File: src/rtl/dmem_arbiter.sv
// dmem_arbiter: two-port sequencing controller / arbiter in front of the byte-addressed dmem.
// Latency: grant in the request cycle (IDLE), memory access next cycle, one-cycle response after that.
// Backpressure: one request in flight; other requests stay pending (req held) until granted in IDLE.
//
// Ports:
//   CLK, RST_N                 clock, asynchronous active-low reset
//   pN_req/we/addr/wdata/ctrl  requester N (0 = core LSU, 1 = DMA/loader); fields stable until pN_gnt
//   pN_gnt                     one-cycle accept pulse (combinational with pN_req, IDLE only)
//   pN_rvalid/rdata/err        one-cycle response for the owner; rdata/err are 0 otherwise
//   mem_*                      dmem access port (mem_we_n active-low, mem_re active-high)
// Configuration macro: DMEM_ARB_RR_EN (defined = round-robin, undefined = port 0 fixed priority).
module dmem_arbiter #(
  parameter int ADDR_W    = 32,
  parameter int MEM_BYTES = 4096
) (
  input  logic              CLK,
  input  logic              RST_N,
  input  logic              p0_req,
  input  logic              p0_we,
  input  logic [ADDR_W-1:0] p0_addr,
  input  logic [31:0]       p0_wdata,
  input  logic [2:0]        p0_ctrl,
  output logic              p0_gnt,
  output logic              p0_rvalid,
  output logic [31:0]       p0_rdata,
  output logic              p0_err,
  input  logic              p1_req,
  input  logic              p1_we,
  input  logic [ADDR_W-1:0] p1_addr,
  input  logic [31:0]       p1_wdata,
  input  logic [2:0]        p1_ctrl,
  output logic              p1_gnt,
  output logic              p1_rvalid,
  output logic [31:0]       p1_rdata,
  output logic              p1_err,
  output logic [ADDR_W-1:0] mem_addr,
  output logic [31:0]       mem_wdata,
  output logic [2:0]        mem_ctrl,
  output logic              mem_we_n,
  output logic              mem_re,
  input  logic [31:0]       mem_rdata
);

  typedef enum logic [1:0] {IDLE, ACCESS, RESP} state_t;

  localparam logic [ADDR_W:0] MEM_LIM = (ADDR_W+1)'(MEM_BYTES);

  state_t            state_q, state_d;
  logic              owner_q, owner_d;
  logic              we_q, we_d;
  logic [ADDR_W-1:0] addr_q, addr_d;
  logic [31:0]       wdata_q, wdata_d;
  logic [2:0]        ctrl_q, ctrl_d;
  logic              err_q, err_d;
  logic [31:0]       rdata_q, rdata_d;

  logic              req_any;
  logic              sel;
  logic              s_we;
  logic [ADDR_W-1:0] s_addr;
  logic [31:0]       s_wdata;
  logic [2:0]        s_ctrl;

  // Illegal size code, signed-only store codes, misalignment, or last byte beyond the memory.
  // The end address is formed one bit wider than the address so a top-of-space access cannot wrap.
  function automatic logic chk_err(input logic we, input logic [ADDR_W-1:0] addr,
                                   input logic [2:0] ctrl);
    logic            bad;
    logic [2:0]      nb_m1;
    logic [ADDR_W:0] last;
    bad   = 1'b0;
    nb_m1 = 3'd0;
    case (ctrl)
      3'b000: nb_m1 = 3'd0;
      3'b001: begin nb_m1 = 3'd1; bad = addr[0]; end
      3'b010: begin nb_m1 = 3'd3; bad = |addr[1:0]; end
      3'b100: begin nb_m1 = 3'd0; bad = we; end
      3'b101: begin nb_m1 = 3'd1; bad = we | addr[0]; end
      default: bad = 1'b1;
    endcase
    last = {1'b0, addr} + {{(ADDR_W-2){1'b0}}, nb_m1};
    if (last >= MEM_LIM) bad = 1'b1;
    return bad;
  endfunction

  assign req_any = p0_req | p1_req;

`ifdef DMEM_ARB_RR_EN
  logic rr_q, rr_d;
  // rr_q names the favoured port on a tie; a lone requester always wins.
  assign sel = (p0_req && p1_req) ? rr_q : p1_req;
`else
  assign sel = ~p0_req;
`endif

  assign s_we    = sel ? p1_we    : p0_we;
  assign s_addr  = sel ? p1_addr  : p0_addr;
  assign s_wdata = sel ? p1_wdata : p0_wdata;
  assign s_ctrl  = sel ? p1_ctrl  : p0_ctrl;

  always_comb begin
    state_d = state_q;
    owner_d = owner_q;
    we_d    = we_q;
    addr_d  = addr_q;
    wdata_d = wdata_q;
    ctrl_d  = ctrl_q;
    err_d   = err_q;
    rdata_d = rdata_q;
    p0_gnt  = 1'b0;
    p1_gnt  = 1'b0;
`ifdef DMEM_ARB_RR_EN
    rr_d    = rr_q;
`endif
    case (state_q)
      IDLE: begin
        if (req_any) begin
          p0_gnt  = ~sel;
          p1_gnt  = sel;
          owner_d = sel;
          we_d    = s_we;
          addr_d  = s_addr;
          wdata_d = s_wdata;
          ctrl_d  = s_ctrl;
          err_d   = chk_err(s_we, s_addr, s_ctrl);
          state_d = ACCESS;
`ifdef DMEM_ARB_RR_EN
          rr_d    = ~rr_q;
`endif
        end
      end
      ACCESS: begin
        // Only a legal load returns data; stores and errored requests respond with zero.
        rdata_d = (!we_q && !err_q) ? mem_rdata : 32'd0;
        state_d = RESP;
      end
      RESP:    state_d = IDLE;
      default: state_d = IDLE;
    endcase
  end

  always_ff @(posedge CLK or negedge RST_N) begin
    if (!RST_N) begin
      state_q <= IDLE;
      owner_q <= 1'b0;
      we_q    <= 1'b0;
      addr_q  <= '0;
      wdata_q <= '0;
      ctrl_q  <= '0;
      err_q   <= 1'b0;
      rdata_q <= '0;
`ifdef DMEM_ARB_RR_EN
      rr_q    <= 1'b0;
`endif
    end else begin
      state_q <= state_d;
      owner_q <= owner_d;
      we_q    <= we_d;
      addr_q  <= addr_d;
      wdata_q <= wdata_d;
      ctrl_q  <= ctrl_d;
      err_q   <= err_d;
      rdata_q <= rdata_d;
`ifdef DMEM_ARB_RR_EN
      rr_q    <= rr_d;
`endif
    end
  end

  assign mem_addr  = addr_q;
  assign mem_wdata = wdata_q;
  assign mem_ctrl  = ctrl_q;
  assign mem_we_n  = ~((state_q == ACCESS) && we_q && !err_q);
  assign mem_re    = (state_q == ACCESS) && !we_q && !err_q;

  assign p0_rvalid = (state_q == RESP) && !owner_q;
  assign p1_rvalid = (state_q == RESP) && owner_q;
  assign p0_rdata  = p0_rvalid ? rdata_q : 32'd0;
  assign p1_rdata  = p1_rvalid ? rdata_q : 32'd0;
  assign p0_err    = p0_rvalid & err_q;
  assign p1_err    = p1_rvalid & err_q;

endmodule
File: config.mk
export PLATFORM = sky130hd
export DESIGN_NAME = dmem_arbiter
export DESIGN_NICKNAME = d
export VERILOG_FILES = /design/src/rtl/dmem_arbiter.sv
export SDC_FILE = /design/constraint.sdc
export NUM_CORES = 1
export LEC_CHECK = 0
export BUFFER_PORTS_ARGS = -buffer_cell sky130_fd_sc_hd__buf_4
export CORE_MARGIN = 2
export CORE_UTILIZATION = 42
export CTS_BUF_LIST = sky130_fd_sc_hd__clkbuf_4
export DETAILED_ROUTE_END_ITERATION = 8
export PLACE_DENSITY = 0.88
export SLEW_MARGIN = 10
export SYNTH_ARGS = -nofsm -noshare
export SYNTH_HDL_FRONTEND = slang
export SYNTH_SLANG_ARGS = --single-unit
File: constraint.sdc
create_clock -name CLK -period 2.6 [get_ports CLK]
set_input_delay 0.52 -clock CLK [delete_from_list [all_inputs] [get_ports CLK]]
set_output_delay 0.52 -clock CLK [all_outputs]
set_load 0.05 [all_outputs]
Yosys cells after proc, flatten, opt, wreduce, memory -nomap -nowiden --
Cells that the tools add are included.
Storage, ports and cells: register bits after elaboration 104, bits in latches 0, RAM bits 0, bits in read-only memories 0, output and inout port bits 139, memories kept 0
Operators by class: $add $sub $neg 1, multiply operators 0, div/mod/pow operators 0, magnitude comparators 1, equality and inequality tests 7, shifts and indexed selects 0, mux-type cells 18, bitwise gates (word level) 6, reductions and logical operators 15
Operators by type and width (count):
- 32-bit two-way mux | 5
- 32-bit by 3-bit adder with 33-bit output | 1
- 33-bit by 13-bit greater-or-equal comparator with 1-bit output (second input constant) | 1
- 3-bit two-way mux | 3
- 2-bit one-hot mux with 2 select lines | 2
- 1-bit logical AND | 7
- 3-bit equality test (second input constant) | 2
- 1-bit two-way mux | 6
- 1-bit one-hot mux with 5 select lines | 1
- 2-bit OR reduction | 2
- 3-bit by 1-bit equality test with 1-bit output (second input constant) | 1
- 3-bit by 2-bit equality test with 1-bit output (second input constant) | 1
- 1-bit logical NOT | 3
- 3-bit logical NOT | 1
- 1-bit AND | 2
- 2-bit by 1-bit equality test with 1-bit output (second input constant) | 1
- 2-bit equality test (second input constant) | 1
- 2-bit logical NOT | 1
- 2-bit two-way mux | 1
- 2-bit != test (second input constant) | 1
- 1-bit inverter | 2
- 1-bit OR | 2
- 2-bit AND reduction | 1

Longest topological paths before layout --
depth in word-level cells 9, gate-level depth with buffers 18

Worst setup path after synthesis --
OpenSTA, ideal clock, no wires.
path kind input to register, start input port p0_req, end register err_q, setup time 0.126 ns, arrival 4.013 ns, path slack -1.539 ns, stages on the path 18, path buffers 7, path through buf_6 buf_2 buf_4 buf_2 buf_2 buf_2 buf_2 a211oi_1 a21oi_1 ha_1 a21oi_1 a21oi_1 o21ai_1 or4_1 or3_1 a22oi_1 nand3_1 o32a_1
On the way: cells in the longest elaborated chain, start to end 9, elaborated cells between the ends (all ways) 20
Ends and longest elaborated chain:
- start: declaration | RTL line 18 | input logic p0_req,
- 3-bit two-way mux | RTL line 99 | assign s_ctrl = sel ? p1_ctrl : p0_ctrl;
- 3-bit equality test / 3-bit by 1-bit equality test with 1-bit output (equally long branches) | RTL line 73 | case (ctrl)
- 2-bit OR reduction (no line)
- 2-bit one-hot mux with 2 select lines | RTL line 73
- 3-bit two-way mux | RTL line 117 | if (req_any) begin
- 3-bit two-way mux | RTL line 115 | case (state_q)
- 32-bit by 3-bit adder with 33-bit output | RTL line 81 | last = {1'b0, addr} + {{(ADDR_W-2){1'b0}}, nb_m1};
- 33-bit by 13-bit greater-or-equal comparator with 1-bit output | RTL line 82 | if (last >= MEM_LIM) bad = 1'b1;
- 1-bit two-way mux | RTL line 82
- end signal: assignment | RTL line 162 | err_q <= err_d;
- end: declaration | RTL line 54 | logic err_q, err_d;
Several ways; a longest one is shown, not always the timed one. The select of a mux whose other input is x is not followed. A chain may end at the register's enable or synchronous reset.

Worst setup path in the final report --
Same ends and word-level chain as after synthesis.

==> run_results.csv <==
group,metric,value,unit
timing,finalClockSkew,0.0206,ns
logic_synthesis,syn_avg_cell_area,9.62,um^2
run_status,status,"finished, violations left",
setup_path,setup.worst_path.end_class,"flop",
timing,slew_headroom,64.7,%
logic_synthesis,netlist_top_cells_area,"dfrtp_1, mux2i_1, and2_1",
timing,setup_viol,1,
logic_synthesis,synth_top_area_share,46.1,%
clocking,ctsRootBufferMaster,"clkbuf_4",
run,drv_cap,0,
min_path,whs_path_depth,2,
timing,tightest_slew,0.530,ns
clocking,cts_tree,"done",
timing,max_freq,380,MHz
logic_synthesis,yosys_register_bits,104,
floorplanning,fp-row-count,42,
route,drt_iter0_drc,321,
grt,grt_pass1_vias,5671,
logic_synthesis,netlist-cell-type-count,53,
power_and_ir_drop,total_leakage_power,0.00431,uW
floorplanning,dieArea,0.0144,mm^2
power_and_ir_drop,combPwrFrac,59.7,%
setup_path,critPathKind,"in -> reg",
route,drc_errors,0,
route,ant_nets,0,
setup_path,startpoint_type,"input port",
route,vias,5794,
power_and_ir_drop,ir_worst_vdd,691,uV
logic_synthesis,syn-num-nets,762,
setup_path,cp.arrival,2.97,ns
setup_path,cp.required,2.94,ns
floorplanning,die_y,120,um
finish,fillers,1078,
setup_path,reg2reg_from,"state_q[1]",
power_and_ir_drop,switchingPower,4130,uW
logic_synthesis,netlist_area,0.00565,mm^2
placed_design,routabilityCongestion,0.895,
logic_synthesis,synth_warnings,0,
min_path,hold_class,"in -> reg",
timing,setup_ws,-0.0298,ns
power_and_ir_drop,switching_share,52.2,%
floorplanning,core-area,0.0132,mm^2
placed_design,portBuffers,310,
timing,hold_viol,0,
grt,grt_usage,25.6,%
finish,layout-drive-gt1-share,44.3,%
clocking,clockBufferDepth,2,
grt,grt_max_degree,66,
power_and_ir_drop,p_int,3770,uW
logic_synthesis,synth-edff-count,0,
grt,grt_overflow,0,
logic_synthesis,ys_seq_area_share,46.1,%
timing,min_period,2.63,ns
grt,grt_pass1_wl,28.9,mm
floorplanning,die_w,120,um
placed_design,dp_worst_setup_slack,-0.558,ns
clocking,cts_max_level,3,
floorplanning,start_util,42.8,%
timing,finalCritPeriodShare,101,%
finish,nNetsFinal,1101,
min_path,hp-start,"mem_rdata[17]",
clocking,worstSkewPairLatency,0.45,ns
placed_design,hpwl,14.8,mm
setup_path,reg2regPathDepth,6,
timing,final-max-slew-violation-count,0,
clocking,clk_pin_slew,0.16,ns
power_and_ir_drop,clkPwrFrac,8.8,%
power_and_ir_drop,power_density,903,mW/mm^2
run_status,violations,"negative setup slack",
logic_synthesis,yosysTopAreaCell,"dfrtp_1",
clocking,cts_sinks,104,
route,wl_per_cell,17.2,um
route,totalWireLength,19.0,mm
clocking,numCtsBuffers,9,
logic_synthesis,synth_ff_type,"dfrtp_1",
setup_path,path_max_fanout,7,
logic_synthesis,synthCells,587,
grt,grt_antenna_before_repair,1,
route,viasPerCell,5.24,
finish,area_growth,54.8,%
floorplanning,ioPinCount,311,
power_and_ir_drop,p_seq_share,31.5,%
timing,holdWs,0.264,ns
setup_path,crit_path_start,"p0_req",
logic_synthesis,synth-async-reset-ratio,100,%
route,dr.pass1.iters,7,
==> state kept, by name, indices dropped and copies added (netlist names) <==
register and count:
err_q 1, mem_addr 32, mem_ctrl 3, mem_wdata 32, owner_q 1, rdata_q 32, state_q 2, we_q 1
==> power by group through the flow <==
stage | registers [uW] | logic, uW | clock network [uW]
global route | 2580 | 4990 | 785
floorplan | 4270 | 1270 | 0
finish | 2490 | 4710 | 695
global placement | 2500 | 4600 | 0
detailed placement | 2530 | 4700 | 0
CTS | 2500 | 4700 | 717
==> cell families (layout without fill, tap and decap cells) <==
kind of cell               Yosys count  in the layout  synth area share (%)
buffers and inverters               44            386                  3.43
muxes                               67             67                  11.9
adders and majority gates            3              3                 0.798
xor gates and xnor gates            10             10                  1.55
DFF                                104            104                  46.1
and+or+nand+nor                    224            224                  20.9
other                                0              1                     0
AOI/OAI and AO/OA                  135            135                  15.3
==> what timing repair did <==
action                                  CTS  global route
endpoints found under the setup margin    1             1
hold buffers                              1             0
pin swaps                                 1            11
gates resized for setup                   3            24
gates cloned                              0             0
hold endpoints to repair                 28             0
setup buffers                             0             1
==> routing by layer <==
| metal | up-vias | track usage [%] | share of wire (%) |
|---|---|---|---|
| met3 | 33 | 6.42 | 8.1 |
| li1 | 2752 | - | - |
| met2 | 250 | 45.0 | 52 |
| met1 | 2759 | 30.3 | 38 |
| met5 | - | 0 | 0 |
| met4 | 0 | 8.90 | 2.0 |
==> Yosys cell counts (2+ instances only) <==
cell type / instances
dfrtp_1: 104
nor2_1: 85
a21oi_1: 75
and2_1: 68
mux2i_1: 64
a22o_1: 32
clkbuf_1: 25
nand2_1: 16
nand3_1: 13
buf_2: 8
nand4_1: 8
nor3_1: 7
o21ai_0: 6
inv_1: 5
xnor2_1: 5
xor2_1: 5
nand4b_1: 4
o211ai_1: 4
or4_1: 4
buf_1: 3
mux2_2: 3
nand2b_1: 3
nor2b_1: 3
nor3b_1: 3
o31ai_1: 3
a32oi_1: 2
buf_6: 2
ha_1: 2
==> worst max-delay path, cell delays in order <==
cell	delay, ns
buf_8	0.12
mux2i_4	0.26
nor2_2	0.09
ha_4	0.27
a21oi_2	0.06
a21oi_2	0.13
o21ai_2	0.10
or4_4	0.49
or3_4	0.34
a22oi_2	0.18
nand3_1	0.09
o32a_1	0.32
==> worst paths after layout <==
| path | end | slack [ns] |
|---|---|---|
| worst max register to register | mem_wdata[30] | 0.87 |
| worst max-delay path | err_q | -0.03 |
| max in group asynchronous | mem_wdata[15] | 1.30 |
| worst min-delay path | rdata_q[17] | 0.26 |
| worst min register to register | rdata_q[9] | 0.54 |
| min in group asynchronous | mem_addr[21] | 0.58 |
==> layout by cell type (no fill, tap or decap), types with 6 or more instances in the layout <==
cell type,Yosys,routed
nand4_1,8,8
dfrtp_1,104,104
a21oi_1,75,71
mux2i_1,64,62
nand2_1,16,16
a22o_1,32,32
nor2_1,85,82
o21ai_0,6,6
nand3_1,13,13
clkbuf_4,0,9
buf_4,1,358
and2_1,68,68
==> stage by stage <==
step | area [um^2] | util [%] | std cells | TNS (ns) | total power, uW
2_1_floorplan | 5730 | - | 587 | -1.27 | 5530
3_3_place_gp | 8510 | 64.5 | 1089 | -0.507 | 7110
3_5_place_dp | 8510 | 64.5 | 1089 | -0.558 | 7220
4_1_cts | 8620 | 65.4 | 1104 | 0 | 7920
5_1_grt | 8740 | 66.3 | 1106 | -0.0805 | 8350
6_report | 8740 | 66.3 | 1106 | -0.0298 | 7900
==> layout make-up <==
type | count | area (um^2) | area share [%]
diodes | 1 | 2.50 | 0.0286
clock buffers | 9 | 67.6 | 0.773
clock inverters | 5 | 25.0 | 0.286
inverters | 5 | 18.8 | 0.215
multi-input cells | 439 | 2990 | 34.2
repair buffers | 367 | 2820 | 32.2
well taps | 176 | 220 | 2.52
flip-flops and latches | 104 | 2600 | 29.8
No activity file was read; power rests on OpenSTA's default activity.
